$ cat config.mk
export PLATFORM = sky130hd
export DESIGN_NAME = gpr_wr_arbiter
export DESIGN_NICKNAME = d
export VERILOG_FILES = /design/src/rtl/gpr_wr_arbiter.sv
export SDC_FILE = /design/constraint.sdc
export NUM_CORES = 1
export LEC_CHECK = 0
export ABC_AREA = 1
export ABC_CLOCK_PERIOD_IN_PS = 2000
export BUFFER_PORTS_ARGS = -buffer_cell sky130_fd_sc_hd__buf_2
export CAP_MARGIN = 15
export CORE_MARGIN = 5
export CORE_UTILIZATION = 46
export DETAILED_ROUTE_END_ITERATION = 16
export PLACE_DENSITY = 0.8
export SYNTH_ARGS = -nofsm -noshare
export SYNTH_HDL_FRONTEND = slang
export SYNTH_SLANG_ARGS = --single-unit
$ cat constraint.sdc
create_clock -name clk -period 2 [get_ports clk]
set_clock_uncertainty 0.05 [all_clocks]
set_input_delay 0.2 -clock clk [delete_from_list [all_inputs] [get_ports clk]]
set_output_delay 0.2 -clock clk [all_outputs]
set_load 0.005 [all_outputs]
$ cat src/rtl/gpr_wr_arbiter.sv
// gpr_wr_arbiter: arbitrates pipeline and multi-cycle writebacks onto one GPR write port with req1 starvation guard
module gpr_wr_arbiter #(
  parameter int STARVE_LIMIT = 4
) (
  input  logic        clk,
  input  logic        reset,
  input  logic        req0_valid,
  input  logic        req0_wr,
  input  logic        req0_flag,
  input  logic [4:0]  req0_addr,
  input  logic [31:0] req0_data,
  input  logic [31:0] req0_nflag,
  output logic        req0_ready,
  input  logic        req1_valid,
  input  logic [4:0]  req1_addr,
  input  logic [31:0] req1_data,
  output logic        req1_ready,
  output logic        WE,
  output logic [4:0]  AWr,
  output logic [31:0] Din,
  output logic [1:0]  FlagOp,
  output logic [31:0] NFlag,
  output logic        starved
);
  localparam logic [1:0] DIS = 2'd0, SET = 2'd1, SET_AND_WR = 2'd2;
  logic [2:0] starve_cnt;
  logic       we_q, w0;
  logic [1:0] fop_q;
  always_comb begin
    starved    = starve_cnt == 3'(STARVE_LIMIT);
    req1_ready = reset & req1_valid & (~req0_valid | starved);
    req0_ready = reset & req0_valid & ~req1_ready;
    w0         = req0_wr & |req0_addr;
    WE         = we_q & reset;
    FlagOp     = reset ? fop_q : DIS;
  end
  always_ff @(posedge clk) begin
    if (!reset) begin
      we_q       <= 1'b0;
      fop_q      <= DIS;
      AWr        <= 5'd0;
      Din        <= 32'd0;
      NFlag      <= 32'd0;
      starve_cnt <= 3'd0;
    end else begin
      we_q       <= req0_ready ? w0 : req1_ready & |req1_addr;
      fop_q      <= req0_ready & req0_flag ? (w0 ? SET_AND_WR : SET) : DIS;
      AWr        <= req0_ready ? req0_addr : req1_ready ? req1_addr : AWr;
      Din        <= req0_ready ? req0_data : req1_ready ? req1_data : Din;
      NFlag      <= req0_ready & req0_flag ? req0_nflag : NFlag;
      starve_cnt <= req1_valid & ~req1_ready ? (starved ? starve_cnt : starve_cnt + 3'd1) : 3'd0;
    end
  end
endmodule

### Word level (Yosys, flattened, before mapping)

Cells that the tools add are included.

* add/subtract/negate cells: 1
* multipliers: 0
* div/mod/pow operators: 0
* $lt $le $gt $ge: 0
* equal/unequal tests: 1
* shift operators: 0
* muxes and demuxes: 7
* bitwise operators: 12
* reduce and logical (&&, ||, !) cells: 5

Operators by type and width (number)
* $mux W32: 2
* $mux W5: 2
* $reduce_or A5 Y1: 2
* $and A1 B1 Y1: 9
* $mux W2: 2
* $reduce_and A2 Y1: 2
* $add A3 B1 Y3 const B: 1
* $eq A3 B3 Y1 const B: 1
* $not A1 Y1: 2
* $reduce_bool A2 Y1: 1
* $mux W1: 1
* $or A1 B1 Y1: 1

* bits in registers: 75
* latch bits: 0
* RAM bits: 0
* ROM bits: 0
* input port bits: 112
* output and inout bits: 75
* logic and storage cells: 32
* memories kept: 0

### Longest topological paths before layout

* depth in word-level cells: 7
* gate-level depth with buffers: 10
* depth with buffers taken out: 9

### Worst setup path before layout

OpenSTA, ideal clock, no wires.

* kind: flip-flop to output port
* from: reg starve_cnt[0]
* to: out req0_ready
* arrival time: 1221 ps
* required time: 1750 ps
* path slack: 529 ps
* cell stages (with the launch flop): 10
* path buffers: 2
* cells stage by stage: dfxtp_1 inv_1 ha_1 nand2_1 nand2_1 nand2_4 nand2_2 buf_6 buf_6 inv_1

* word-level cells in the longest chain between the ends: 5

Ends and longest elaborated chain
* start, declared: RTL line 26 `logic [2:0] starve_cnt;`
* start signal, assigned: RTL line 51 `starve_cnt <= req1_valid & ~req1_ready ? (starved ? starve_cnt : starve_cnt + 3'd1) : 3'd0;`
* $eq A3 B3 Y1: RTL line 30 `starved = starve_cnt == 3'(STARVE_LIMIT);`
* $or A1 B1 Y1: RTL line 31 `req1_ready = reset & req1_valid & (~req0_valid | starved);`
* $and A1 B1 Y1: RTL line 31
* $not A1 Y1: RTL line 32 `req0_ready = reset & req0_valid & ~req1_ready;`
* $and A1 B1 Y1: RTL line 32
* end, declared: RTL line 13 `output logic req0_ready,`

No other way between the ends.

### Worst setup path in the final report

* from: reg starve_cnt[0]
* to: out req1_ready

* word-level cells in the longest chain between the ends: 3

Ends and longest elaborated chain
* $eq A3 B3 Y1: RTL line 30
* $or A1 B1 Y1: RTL line 31
* $and A1 B1 Y1: RTL line 31
* end, declared: RTL line 17 `output logic req1_ready,`

No other way between the ends.

==> out/results.tsv <==
stage	metric	value	unit
synthesis	Post-Syn Instances	528	
clocking	H-tree depth	3	
global_routing	first-pass GRT wire length	18210	microns
drt	drt pass-1 iters	5	
synthesis	Post-Synth Simple-Gate Area	0.2254	
drt	post-DR wirelength/cell	14.17	microns
drt	met3 routed wirelength	1192	microns
global_routing	number of global-route vias before repair	3894	
power	share of power burned in registers	0.486	
power	Comb pwr share	0.179	
drt	# DRC	0	
drt	Post-DRT Antenna Nets	0	
layout	Post-Layout Cell Count	802	
worst_setup_path	Worst path top cell family by delay	buffers and inverters	
sta	Slew headroom	0.5088	
synthesis	Synth area leader	dfxtp_1	
worst_setup_path	startpoint types	flip-flop	
layout	Reg area	0.001501	sq mm
synthesis	Yosys warning count	0	
floorplan	DIE AREA	0.009782	sq mm
sta	slew of the pin with the lowest slew margin	0.7369	ns
synthesis	xor/xnor cell area share of the yosys netlist	0.002409	
job	Max Cap Viol	0	
worst_setup_path	Crit Path Class	flip-flop to output pin	
layout	Fillers	697	
clocking	CTS tree	built	
sta	min Tclk post-route	1.861	ns
worst_setup_path	CP bufs+invs	4	
status	outcome	finished clean	
layout	Final nets	810	
power	VDD IR max	296.2	uV
sta	RSZ-0062 raised after global routing	no	
clocking	Num Clock Sinks	75	
floorplan	IO Count	187	
clocking	clock transition at the registers of the reported paths	0.08	ns
floorplan	CORE AREA	0.007727	sq mm
placement	placed wire-length estimate	8066	microns
placement	gp weighted congestion	0.8195	
floorplan	Initial Util	0.4705	
drt	1st-iter DRT viols	168	
synthesis	sequential cell area fraction in the yosys report	0.4129	
synthesis	Yosys reg bits	75	
power	Int Pwr	2.472	mW
sta	Slew Viols, Final	0	
placement	IO Port Bufs	186	
drt	Vias	3995	
drt	uppermost layer routed	met4	
synthesis	Compound-Gate Fraction of Synth Area	0.1824	
worst_setup_path	most used cell, CP	inv_1	
worst_setup_path	slowest CP cell	dfxtp_1	
global_routing	grt ovf	0	
power	Leak	2.724	nW
sta	TNS Setup	0	ns
drt	DR vias/cell	4.981	
power	Power Dens Cells	706.1	mW/mm^2
worst_setup_path	Worst setup EP type	output pin	
synthesis	mux share of post-synthesis cell area	0	
global_routing	initial antenna violation count	0	
synthesis	count of cell types in the netlist	22	
synthesis	Syn Area/Cell	6.886	sq um
layout	Area growth, synth to finish	32.28	%
clocking	clock latency on the worst-skew pair	0.33	ns
power	switching power	923.6	uW
global_routing	total track usage	0.2247	
worst_setup_path	Critical Path AT	1.61	ns
power	clock power share	0.335	
power	Power Total	3.396	mW
floorplan	Die H	98.91	microns
synthesis	Mapped Area	0.003636	sq mm
synthesis	largest family of logic cells by synthesized area	simple AND/OR/NAND/NOR gates	
min_path	HP Class	primary input to flip-flop	
sta	f_max	0.5373	GHz
sta	Setup violations, final	0	
synthesis	share of the synthesized area in the top cell type	0.4129	
sta	Tcrit/Tclk final	0.9307	
clocking	clock buffer count from CTS	9	
synthesis	Synth Area in Adders	0.006882	
drt	WL met2	5301	microns
global_routing	largest net degree at the start of global routing	71	
drt	final wirelength	11360	microns
drt	M1 WL	4696	microns
worst_setup_path	Required @ worst endpoint	1.75	ns
synthesis	Synthesized Nets	642	
clocking	clock tree buffer depth	2	
floorplan	Die X	98.91	microns
layout	Ant. Diodes	0	
worst_setup_path	CP cell instances	inv_1, ha_1, nand2_2, nand2_1, nand2_4, buf_12, inv_1, buf_2	
worst_setup_path	CP max stage delay	0.35	ns
clocking	CTS root buf	clkbuf_8	
synthesis	ranking of synthesized cells by area	dfxtp_1 41%, nand2_1 12%, inv_1 11%, o31ai_1 7.6%, nand4_1 5.5%	
layout	Multi-input gate area	0.001524	sq mm
layout	share of layout cells above drive strength 1	0.3100	
worst_setup_path	critical-path maximum fanout	20	
power	switching part of the total power	0.2720	
floorplan	# rows	32	
sta	Final Hold Fails	0	
placement	Placed Cells	784	
-- flip-flops by register name, indices dropped and copies added (netlist names) --
| name | flops |
|---|---|
| NFlag | 32 |
| starve_cnt | 3 |
| AWr | 5 |
| Din | 32 |
| we_q | 1 |
| fop_q | 2 |
-- cells by family after synthesis --
family | count (synthesis)
xor gates and xnor gates | 1
adders and majority gates | 2
AOI/OAI and AO/OA | 114
and+or+nand+nor | 189
buffers and inverters | 147
DFF | 75
-- stage by stage --
step	area (sq um)	utilization	hold slack, ns	worst slack, ns
final	4810	0.6224	0.05120	0.1387
after global routing	4810	0.6224	0.03214	0.01158
after CTS	4770	0.6172	0.02721	0.02943
after detailed placement	4554	0.5894	0.3603	0.2398
after global placement	4554	0.5894	0.3613	0.3085
after floorplan	3636	-	0.2432	0.5293
-- per-layer routing --
metal | up-vias | GRT usage
li1 | 2009 | -
met4 | 0 | 0.07038
met1 | 1797 | 0.2787
met2 | 175 | 0.3688
met5 | - | 0
met3 | 14 | 0.07431
-- cell usage after synthesis --
library cell,number
nand3_1,1
nor3_1,2
inv_2,1
o21ai_0,32
inv_1,105
buf_6,6
nand4_1,32
ha_1,2
nor2_1,37
clkbuf_1,12
buf_1,8
o31ai_1,37
nand2_1,113
nand2_4,1
buf_2,14
xnor2_1,1
o21ai_1,6
dfxtp_1,75
a21oi_1,39
nand2_2,2
nand3_4,1
buf_4,1
-- worst paths after layout --
check	startpoint	endpoint	slack, ns	cells after the start
hold reg to reg	starve_cnt[0]	starve_cnt[0]	0.40	1
setup reg to reg	starve_cnt[0]	NFlag[7]	0.30	9
hold / removal	req1_data[6]	Din[6]	0.05	3
setup / recovery	starve_cnt[0]	req1_ready	0.14	8
-- cells in the final DEF (no fill, tap or decap) --
cell / count
o21ai_1: 6
inv_2: 1
nand3_4: 1
o31ai_1: 37
clkbuf_1: 1
xnor2_1: 1
bufinv_16: 1
a21oi_1: 39
buf_12: 2
nand2_1: 112
nor3_1: 2
nand2_4: 2
ha_1: 2
buf_4: 8
nor2_1: 37
o21ai_0: 32
clkinv_4: 1
clkinv_2: 1
dlygate4sd3_1: 1
nand3_1: 1
nand4_1: 32
dfxtp_1: 75
clkinvlp_4: 1
buf_2: 186
clkbuf_16: 1
nand2_2: 2
clkbuf_8: 10
inv_1: 105
-- worst reg2reg max path: stages (launching register included) --
cell and delay (ns):
dfxtp_1 0.35, inv_1 0.05, ha_1 0.20, nand2_2 0.09, nand2_1 0.09, nand2_4 0.14, nand3_4 0.33, nand2_1 0.18
inv_1 0.06, nor2_1 0.10
-- layout make-up --
class | count | area share
inverter | 106 | 0.08273
tap | 102 | 0.02653
timing repair buffer | 198 | 0.2216
multi-input combinational | 306 | 0.3169
clock buffer | 11 | 0.02940
sequential | 75 | 0.3122
clock inverter | 4 | 0.01067
-- power by group through the flow --
| stage | clock (mW) | combinational, mW | sequential [mW] |
|---|---|---|---|
| 2_1_floorplan | 0 | 0.313 | 1.69 |
| 3_5_place_dp | 0 | 0.599 | 1.68 |
| 3_3_place_gp | 0 | 0.581 | 1.68 |
| 4_1_cts | 1.17 | 0.606 | 1.65 |
| 6_report | 1.14 | 0.608 | 1.65 |
| 5_1_grt | 1.24 | 0.687 | 1.66 |
-- timing repair --
item,in CTS,in global routing
cloned,0,1
endpoints found under the hold margin,1,0
pin swaps,0,1
hold buffers,1,0
setup buffers,0,1
setup endpoints to repair,1,2
gates resized for setup,3,2
Note: power is estimated with default switching activity, not from simulation.
